### src/rtl/hazard_ctrl.sv
// ---------------------------------------------------------------------------
// hazard_ctrl
//   Pipeline hazard controller. Detects load-use hazards between execute and
//   decode, sequences branch-mispredict flushes, and stalls the front end
//   while a data-memory access is outstanding (with a sticky timeout flag).
//
// Ports
//   clk         pipeline clock, rising edge
//   rstn        asynchronous active-low reset
//   instr_id    instruction presented to decode
//   id_valid    decode holds a real instruction
//   exe_opcode  opcode of the instruction in execute
//   exe_rd      destination register of the instruction in execute
//   exe_valid   execute holds a real instruction
//   mispredict  single-cycle pulse, control-flow resolved against prediction
//   dmem_req    data-memory request outstanding
//   dmem_ack    data-memory request completes this cycle
//   ide_wait    decode stall
//   if_stall    fetch holds PC and instruction
//   flush_if    invalidate fetch register
//   flush_id    invalidate decode register
//   mem_err     sticky data-memory timeout flag
//   stall_cnt   saturating count of cycles with ide_wait high
//   state_o     FSM state for debug (RUN=00, LDUSE=01, FLUSH=10, MEMWAIT=11)
// ---------------------------------------------------------------------------
module hazard_ctrl #(
  parameter logic [7:0] MEM_TIMEOUT = 8'd255
) (
  input  logic        clk,
  input  logic        rstn,
  input  logic [31:0] instr_id,
  input  logic        id_valid,
  input  logic [6:0]  exe_opcode,
  input  logic [4:0]  exe_rd,
  input  logic        exe_valid,
  input  logic        mispredict,
  input  logic        dmem_req,
  input  logic        dmem_ack,
  output logic        ide_wait,
  output logic        if_stall,
  output logic        flush_if,
  output logic        flush_id,
  output logic        mem_err,
  output logic [15:0] stall_cnt,
  output logic [1:0]  state_o
);

  typedef enum logic [1:0] {
    RUN     = 2'b00,
    LDUSE   = 2'b01,
    FLUSH   = 2'b10,
    MEMWAIT = 2'b11
  } state_t;

  localparam logic [6:0] OP_LOAD   = 7'b0000011;
  localparam logic [6:0] OP_STORE  = 7'b0100011;
  localparam logic [6:0] OP_IMM    = 7'b0010011;
  localparam logic [6:0] OP_REG    = 7'b0110011;
  localparam logic [6:0] OP_BRANCH = 7'b1100011;
  localparam logic [6:0] OP_JALR   = 7'b1100111;

  state_t      state_q;
  logic [1:0]  flush_ctr_q;
  logic [7:0]  wait_ctr_q;
  logic [7:0]  wait_ctr_d;
  logic        pend_flush_q;
  logic        mem_err_q;
  logic [15:0] stall_cnt_q;

  logic [6:0]  id_opcode;
  logic [4:0]  id_rs1;
  logic [4:0]  id_rs2;
  logic        use_rs1;
  logic        use_rs2;
  logic        hazard;

  // Only opcode and source-register fields matter for hazard detection.
  logic        unused_instr_bits;
  assign unused_instr_bits = ^{instr_id[31:25], instr_id[14:7]};

  assign id_opcode = instr_id[6:0];
  assign id_rs1    = instr_id[19:15];
  assign id_rs2    = instr_id[24:20];

  always_comb begin
    use_rs1 = 1'b0;
    use_rs2 = 1'b0;
    case (id_opcode)
      OP_LOAD, OP_IMM, OP_JALR:     use_rs1 = 1'b1;
      OP_STORE, OP_REG, OP_BRANCH: begin
        use_rs1 = 1'b1;
        use_rs2 = 1'b1;
      end
      default: ;
    endcase
  end

  assign hazard = id_valid & exe_valid & (exe_opcode == OP_LOAD) & (exe_rd != 5'd0) &
                  ((use_rs1 & (exe_rd == id_rs1)) | (use_rs2 & (exe_rd == id_rs2)));

  // Wait counter saturates so a very long wait cannot wrap back below the
  // timeout threshold.
  assign wait_ctr_d = (wait_ctr_q == 8'hFF) ? 8'hFF : wait_ctr_q + 8'd1;

  always_ff @(posedge clk or negedge rstn) begin
    if (!rstn) begin
      state_q      <= RUN;
      flush_ctr_q  <= 2'd0;
      wait_ctr_q   <= 8'd0;
      pend_flush_q <= 1'b0;
      mem_err_q    <= 1'b0;
      stall_cnt_q  <= 16'd0;
    end else begin
      if ((state_q != RUN) && (stall_cnt_q != 16'hFFFF)) begin
        stall_cnt_q <= stall_cnt_q + 16'd1;
      end

      case (state_q)
        RUN: begin
          // An ack in the same cycle as the request does not need a wait.
          if (mispredict) begin
            state_q     <= FLUSH;
            flush_ctr_q <= 2'd2;
          end else if (dmem_req & ~dmem_ack) begin
            state_q    <= MEMWAIT;
            wait_ctr_q <= 8'd0;
          end else if (hazard) begin
            state_q <= LDUSE;
          end
        end

        LDUSE: begin
          if (mispredict) begin
            state_q     <= FLUSH;
            flush_ctr_q <= 2'd2;
          end else begin
            state_q <= RUN;
          end
        end

        FLUSH: begin
          // A fresh mispredict restarts the two-cycle flush window.
          if (mispredict) begin
            flush_ctr_q <= 2'd2;
          end else if (flush_ctr_q <= 2'd1) begin
            state_q     <= RUN;
            flush_ctr_q <= 2'd0;
          end else begin
            flush_ctr_q <= flush_ctr_q - 2'd1;
          end
        end

        MEMWAIT: begin
          if (dmem_ack) begin
            // A mispredict seen during the wait is replayed once memory is done.
            if (pend_flush_q | mispredict) begin
              state_q     <= FLUSH;
              flush_ctr_q <= 2'd2;
            end else begin
              state_q <= RUN;
            end
            pend_flush_q <= 1'b0;
          end else begin
            wait_ctr_q <= wait_ctr_d;
            if (wait_ctr_d == MEM_TIMEOUT) begin
              mem_err_q <= 1'b1;
            end
            if (mispredict) begin
              pend_flush_q <= 1'b1;
            end
          end
        end

        default: state_q <= RUN;
      endcase
    end
  end

  assign ide_wait  = (state_q != RUN);
  assign if_stall  = (state_q == LDUSE) || (state_q == MEMWAIT);
  assign flush_if  = (state_q == FLUSH);
  assign flush_id  = (state_q == FLUSH);
  assign mem_err   = mem_err_q;
  assign stall_cnt = stall_cnt_q;
  assign state_o   = state_q;

endmodule

### config.mk
export PLATFORM = sky130hd
export DESIGN_NAME = hazard_ctrl
export DESIGN_NICKNAME = d
export VERILOG_FILES = /design/src/rtl/hazard_ctrl.sv
export SDC_FILE = /design/constraint.sdc
export NUM_CORES = 1
export LEC_CHECK = 0
export CAP_MARGIN = 20
export CORE_UTILIZATION = 40
export CTS_CLUSTER_SIZE = 16
export DETAILED_ROUTE_END_ITERATION = 12
export MAX_ROUTING_LAYER = met4
export PLACE_DENSITY_LB_ADDON = 0.25
export SLEW_MARGIN = 10
export SYNTH_ARGS = -nofsm -noshare
export SYNTH_HDL_FRONTEND = slang
export SYNTH_SLANG_ARGS = --single-unit
export TNS_END_PERCENT = 1
### constraint.sdc
create_clock -name clk -period 2.4 [get_ports clk]
set_input_delay 0.36 -clock clk [delete_from_list [all_inputs] [get_ports clk]]
set_output_delay 0.36 -clock clk [all_outputs]
set_load 0.005 [all_outputs]
-- Word-level counts from Yosys, hierarchy flattened
Index checks and enable logic that the tools add are counted.
- flip-flop bits (word level): 30
- bits in latches: 0
- bits in writable memories: 0
- ROM bits: 0
- bits of input ports: 51
- output and inout bits: 23
- logic and storage cells: 83
- memories: 0
- add/subtract/negate cells: 3
- multipliers: 0
- div/mod/pow operators: 0
- $lt $le $gt $ge: 1
- equal/unequal tests: 24
- shift-type cells: 0
- muxes and demuxes: 24
- bitwise logic cells: 10
- reductions and logical operators: 15
- operators with widths (cell ; count):
    8-bit two-way mux ; 4
    2-bit two-way mux ; 13
    16-bit by 1-bit adder with 16-bit output, second input constant ; 1
    8-bit equality test, second input constant ; 2
    16-bit != test, second input constant ; 1
    8-bit case mux with 2 select lines ; 1
    7-bit by 2-bit equality test with 1-bit output, second input constant ; 2
    7-bit by 6-bit equality test with 1-bit output, second input constant ; 2
    7-bit equality test, second input constant ; 2
    2-bit != test, second input constant ; 6
    5-bit equality test ; 2
    8-bit by 1-bit adder with 8-bit output, second input constant ; 1
    2-bit case mux with 4 select lines ; 1
    4-bit AND reduction ; 2
    1-bit bitwise AND ; 7
    7-bit by 5-bit equality test with 1-bit output, second input constant ; 1
    2-bit case mux with 3 select lines ; 1
    3-bit AND reduction ; 2
    2-bit nonzero test ; 3
    6-bit OR reduction ; 1
    5-bit nonzero test ; 1
    2-bit equality test, second input constant ; 2
    1-bit two-way mux ; 4
    2-bit by 1-bit != test with 1-bit output, second input constant ; 2
    other kinds (12) ; 13

-- Longest topological paths before layout
Gate-level depths: netlist of run 1.
- word-level depth: 10
- depth in mapped cells: 7
- mapped depth without buffers: 6

-- Least setup slack after synthesis of run 1
OpenSTA, ideal clock, no wires.
- path type: register to register
- start point: register stall_cnt_q[0], in the netlist stall_cnt[0]
- end point: register stall_cnt_q[1], in the netlist stall_cnt[1]
- library setup time: 125 ps
- arrival time: 1785 ps
- data required time: 2275 ps
- setup slack: 490 ps
- cell stages (with the launch flop): 7
- period minus slack after synthesis: 1910 ps
- path through: dfrtp_1 -> ha_1 -> and3_4 -> and3_1 -> buf_6 -> a31oi_1 -> mux2_2
- word-level cells in the longest chain between the ends: 2
- RTL lines (element ; RTL line ; text):
    start, declared ; 68 ; logic [15:0] stall_cnt_q;
    start signal, assigned ; 115 ; stall_cnt_q <= stall_cnt_q + 16'd1;
    parallel branches: the longest is 2 deep, another holds 16-bit by 1-bit adder with 16-bit output ; n/a ;
Parallel ways; which one is timed is not known.
A chain may end at the register's enable or synchronous reset.

-- Final worst setup path of run 1
- start point: register state_q[0], in the netlist state_o[0]
- end point: output port ide_wait
- word-level cells in the longest chain between the ends: 1
- RTL lines (element ; RTL line ; text):
    start, declared ; 62 ; state_t state_q;
    start signal, assigned ; 107 ; state_q <= RUN;
    start signal, assigned ; 122 ; state_q <= FLUSH;
    start signal, assigned ; 125 ; state_q <= MEMWAIT;
    2-bit nonzero test ; 179 ; assign ide_wait = (state_q != RUN);
    end, declared ; 39 ; output logic ide_wait,
Every way passes these cells.

==> reports/metrics.csv, run 1 <==
metric,value,unit
status,"finished, final reports clean",
hold depth,1,
top_reg_cell synth,dfrtp_1,
RSZ-0062 raised after global routing,false,
P_int,1.15,mW
Achievable Freq,0.475,GHz
setup TNS,0,ns
CTS Sinks,30,
PortBufs,58,
post-route ant nets,0,
Setup Skew,0.00786,ns
Sw Ratio,0.315,
NetSw,0.529,mW
# hold bufs at CTS,0,
worst min path class,reg2reg,
vias per cell,5.37,
Global Route Usage Sum,0.193,
Hold Path End,mem_err$_DFFE_PN0P_,
Slew Limit Fails,0,
die width,68.1,µm
VDD IR max,0.507,mV
Synth async-reset ratio,1.00,
CTS tree,built,
final antenna diode count,0,
CTS Buf Count,5,
Iter 0 DRT Violations,95,
Clock power frac,0.218,
Die Area,4640,µm²
"Period Utilization, post-route",0.876,
R2R setup slack,0.32,ns
"Avg Cell Area, Syn",9.60,µm²
Synth cell types,43,
clock-pin slew on the worst setup and hold paths,0.06,ns
vias in the first global route,1381,
largest net degree at the start of global routing,31,
GPL Wtd Cong,0.803,
Die Ht,68.1,µm
kind of critical path,reg2out,
gr ovfl total,0,
final WL,3860,µm
Place WS,0.323,ns
Leak Pwr,1.02,nW
Worst R2R Path Depth,5,
Max H-tree Level,2,
"commonest cells after routing, fill and taps aside","clkdlybuf4s50_1 (58), dfrtp_1 (30), o21ai_0 (18), nand2_1 (16)",
maxcap violations,0,
vias post-DR,1579,
# IOs,74,
Core Region,4090,µm²
share of layout cells above drive strength 1,0.0738,
Critical Path AT,1.74,ns
Post-synth EDFFs,0,
Row Count,23,
Comb pwr share,0.331,
RR Endpoint,stall_cnt[1]$_DFFE_PN0P_,
fill count,382,
# setup viols final,0,
initial antenna violation count,0,
"most common cell after layout, fill and taps aside",clkdlybuf4s50_1,
final-report hold violation count,0,
Synthesis Warnings,0,
data required time at the worst endpoint,2.04,ns
"Max FO, Critical Path",13,
cts repair resizes,0,
area grow syn2layout,39.9,%
final setup margin,0.297,ns
Worst Tran Pin Value,0.489,ns
crit path launch type,flop,
Setup Buffers After CTS,0,
"Clk Latency, worst-skew pair",0.28,ns
sequential area share after synthesis,0.429,
Crit. End Element,primary output,
hold wc startpoint,mem_err$_DFFE_PN0P_,
Seq cells post-synth,30,
synthesized area,1750,µm²
Reg power frac,0.451,
starting density of the core,0.428,
"Net Count, Synth",235,
first-pass GRT wire length,6320,µm
Max-slew headroom,0.673,
Period minus WS final,2.10,ns
DRC Markers,0,
Worst R2R Start,stall_cnt[0]$_DFFE_PN0P_,
DP HPWL,2980,µm
Root Buffer,clkbuf_8,
pwr dens,685,nW/µm²
final net count,297,
Max Root-Sink Buffers,2,
DR WL/cell,13.1,µm
Initial DRT Pass Iterations,4,
crit path from,state_o[0]$_DFFE_PN0P_,
cells after synthesis,182,
[cells in the mapped netlist (4+ instances only)]
cell type | instances | area, µm²
and3_1 | 7 | 43.8
a22o_1 | 4 | 35.0
inv_1 | 8 | 30.0
a31oi_1 | 7 | 43.8
nand2_1 | 16 | 60.1
o21ai_0 | 18 | 90.1
nor3_1 | 4 | 20.0
xnor2_1 | 11 | 96.3
xor2_1 | 12 | 105
nand4_1 | 5 | 31.3
dfrtp_1 | 30 | 751
nand3_1 | 12 | 60.1
nor2_1 | 7 | 26.3
[flip-flops by register name, indices dropped and copies added, names as in the netlist]
register	count
pend_flush_q	1
flush_ctr_q	2
state_o	2
stall_cnt	16
mem_err	1
wait_ctr_q	8
[how the worst max path moves through the flow]
stage,endpoint,slack (ns),depth (start not counted)
floorplan,stall_cnt[1]$_DFFE_PN0P_,0.49,6
global route,ide_wait,0.20,3
CTS,ide_wait,0.30,3
finish,ide_wait,0.30,3
global placement,state_o[0]$_DFFE_PN0P_,0.34,6
detailed placement,state_o[0]$_DFFE_PN0P_,0.32,6
[critical path: stages (launching register included)]
cell and delay (ns):
dfrtp_1 0.60, nor2_2 0.12, inv_1 0.20, clkdlybuf4s50_1 0.55
[power by group through the flow]
stage / combinational (mW) / sequential [mW] / clock [mW]
after floorplan: 0.291 / 0.731 / 0
after global placement: 0.548 / 0.759 / 0
after detailed placement: 0.560 / 0.762 / 0
after CTS: 0.562 / 0.756 / 0.383
after global routing: 0.618 / 0.778 / 0.414
final: 0.555 / 0.757 / 0.365
[routing by layer]
| layer | track usage | up-vias | share of wire |
|---|---|---|---|
| met5 | - | - | 0 |
| met4 | 0.0547 | 0 | 0.0044 |
| met3 | 0.0767 | 2 | 0.071 |
| met2 | 0.268 | 61 | 0.44 |
| met1 | 0.257 | 726 | 0.49 |
| li1 | - | 790 | - |
[through the flow]
stage	area, µm²	util	cells	hold slack, ns	total power, mW
global route	2450	0.599	294	0.473	1.81
floorplan	1750	-	182	0.0644	1.02
CTS	2450	0.599	294	0.460	1.70
global placement	2370	0.579	287	0.443	1.31
finish	2450	0.599	294	0.454	1.68
detailed placement	2370	0.579	287	0.443	1.32
[layout make-up]
cell class	count	area, µm²	area share
Clock buffer	5	68.8	0.0281
Clock inverter	2	10.0	0.00409
Inverter	8	30.0	0.0123
Multi-Input combinational cell	139	928	0.380
Sequential cell	30	751	0.307
Tap cell	50	62.6	0.0256
Timing Repair Buffer	60	596	0.243
[cell families (layout without fill, tap and decap cells)]
group                      count (synthesis)  after routing  synth area share
and+or+nand+nor                           66             66             0.210
AOI/OAI and AO/OA                         45             45             0.173
DFF                                       30             30             0.429
xor gates and xnor gates                  23             23             0.115
buffers and inverters                     13             75            0.0394
muxes                                      3              3            0.0186
adders and majority gates                  2              2            0.0143
(Power assumes the default switching activity.)
==> run 2, diff against run 1 <==
HOLD_SLACK_MARGIN = 0.06   (was not set)
==> results of run 2 <==
No change in the layout: final DEF, timing and power equal those of run 1.
==> run 3, diff against run 2 <==
SLEW_MARGIN = 20   (was 10)
==> results of run 3 <==
No change in the layout: final DEF, timing and power equal those of run 1.
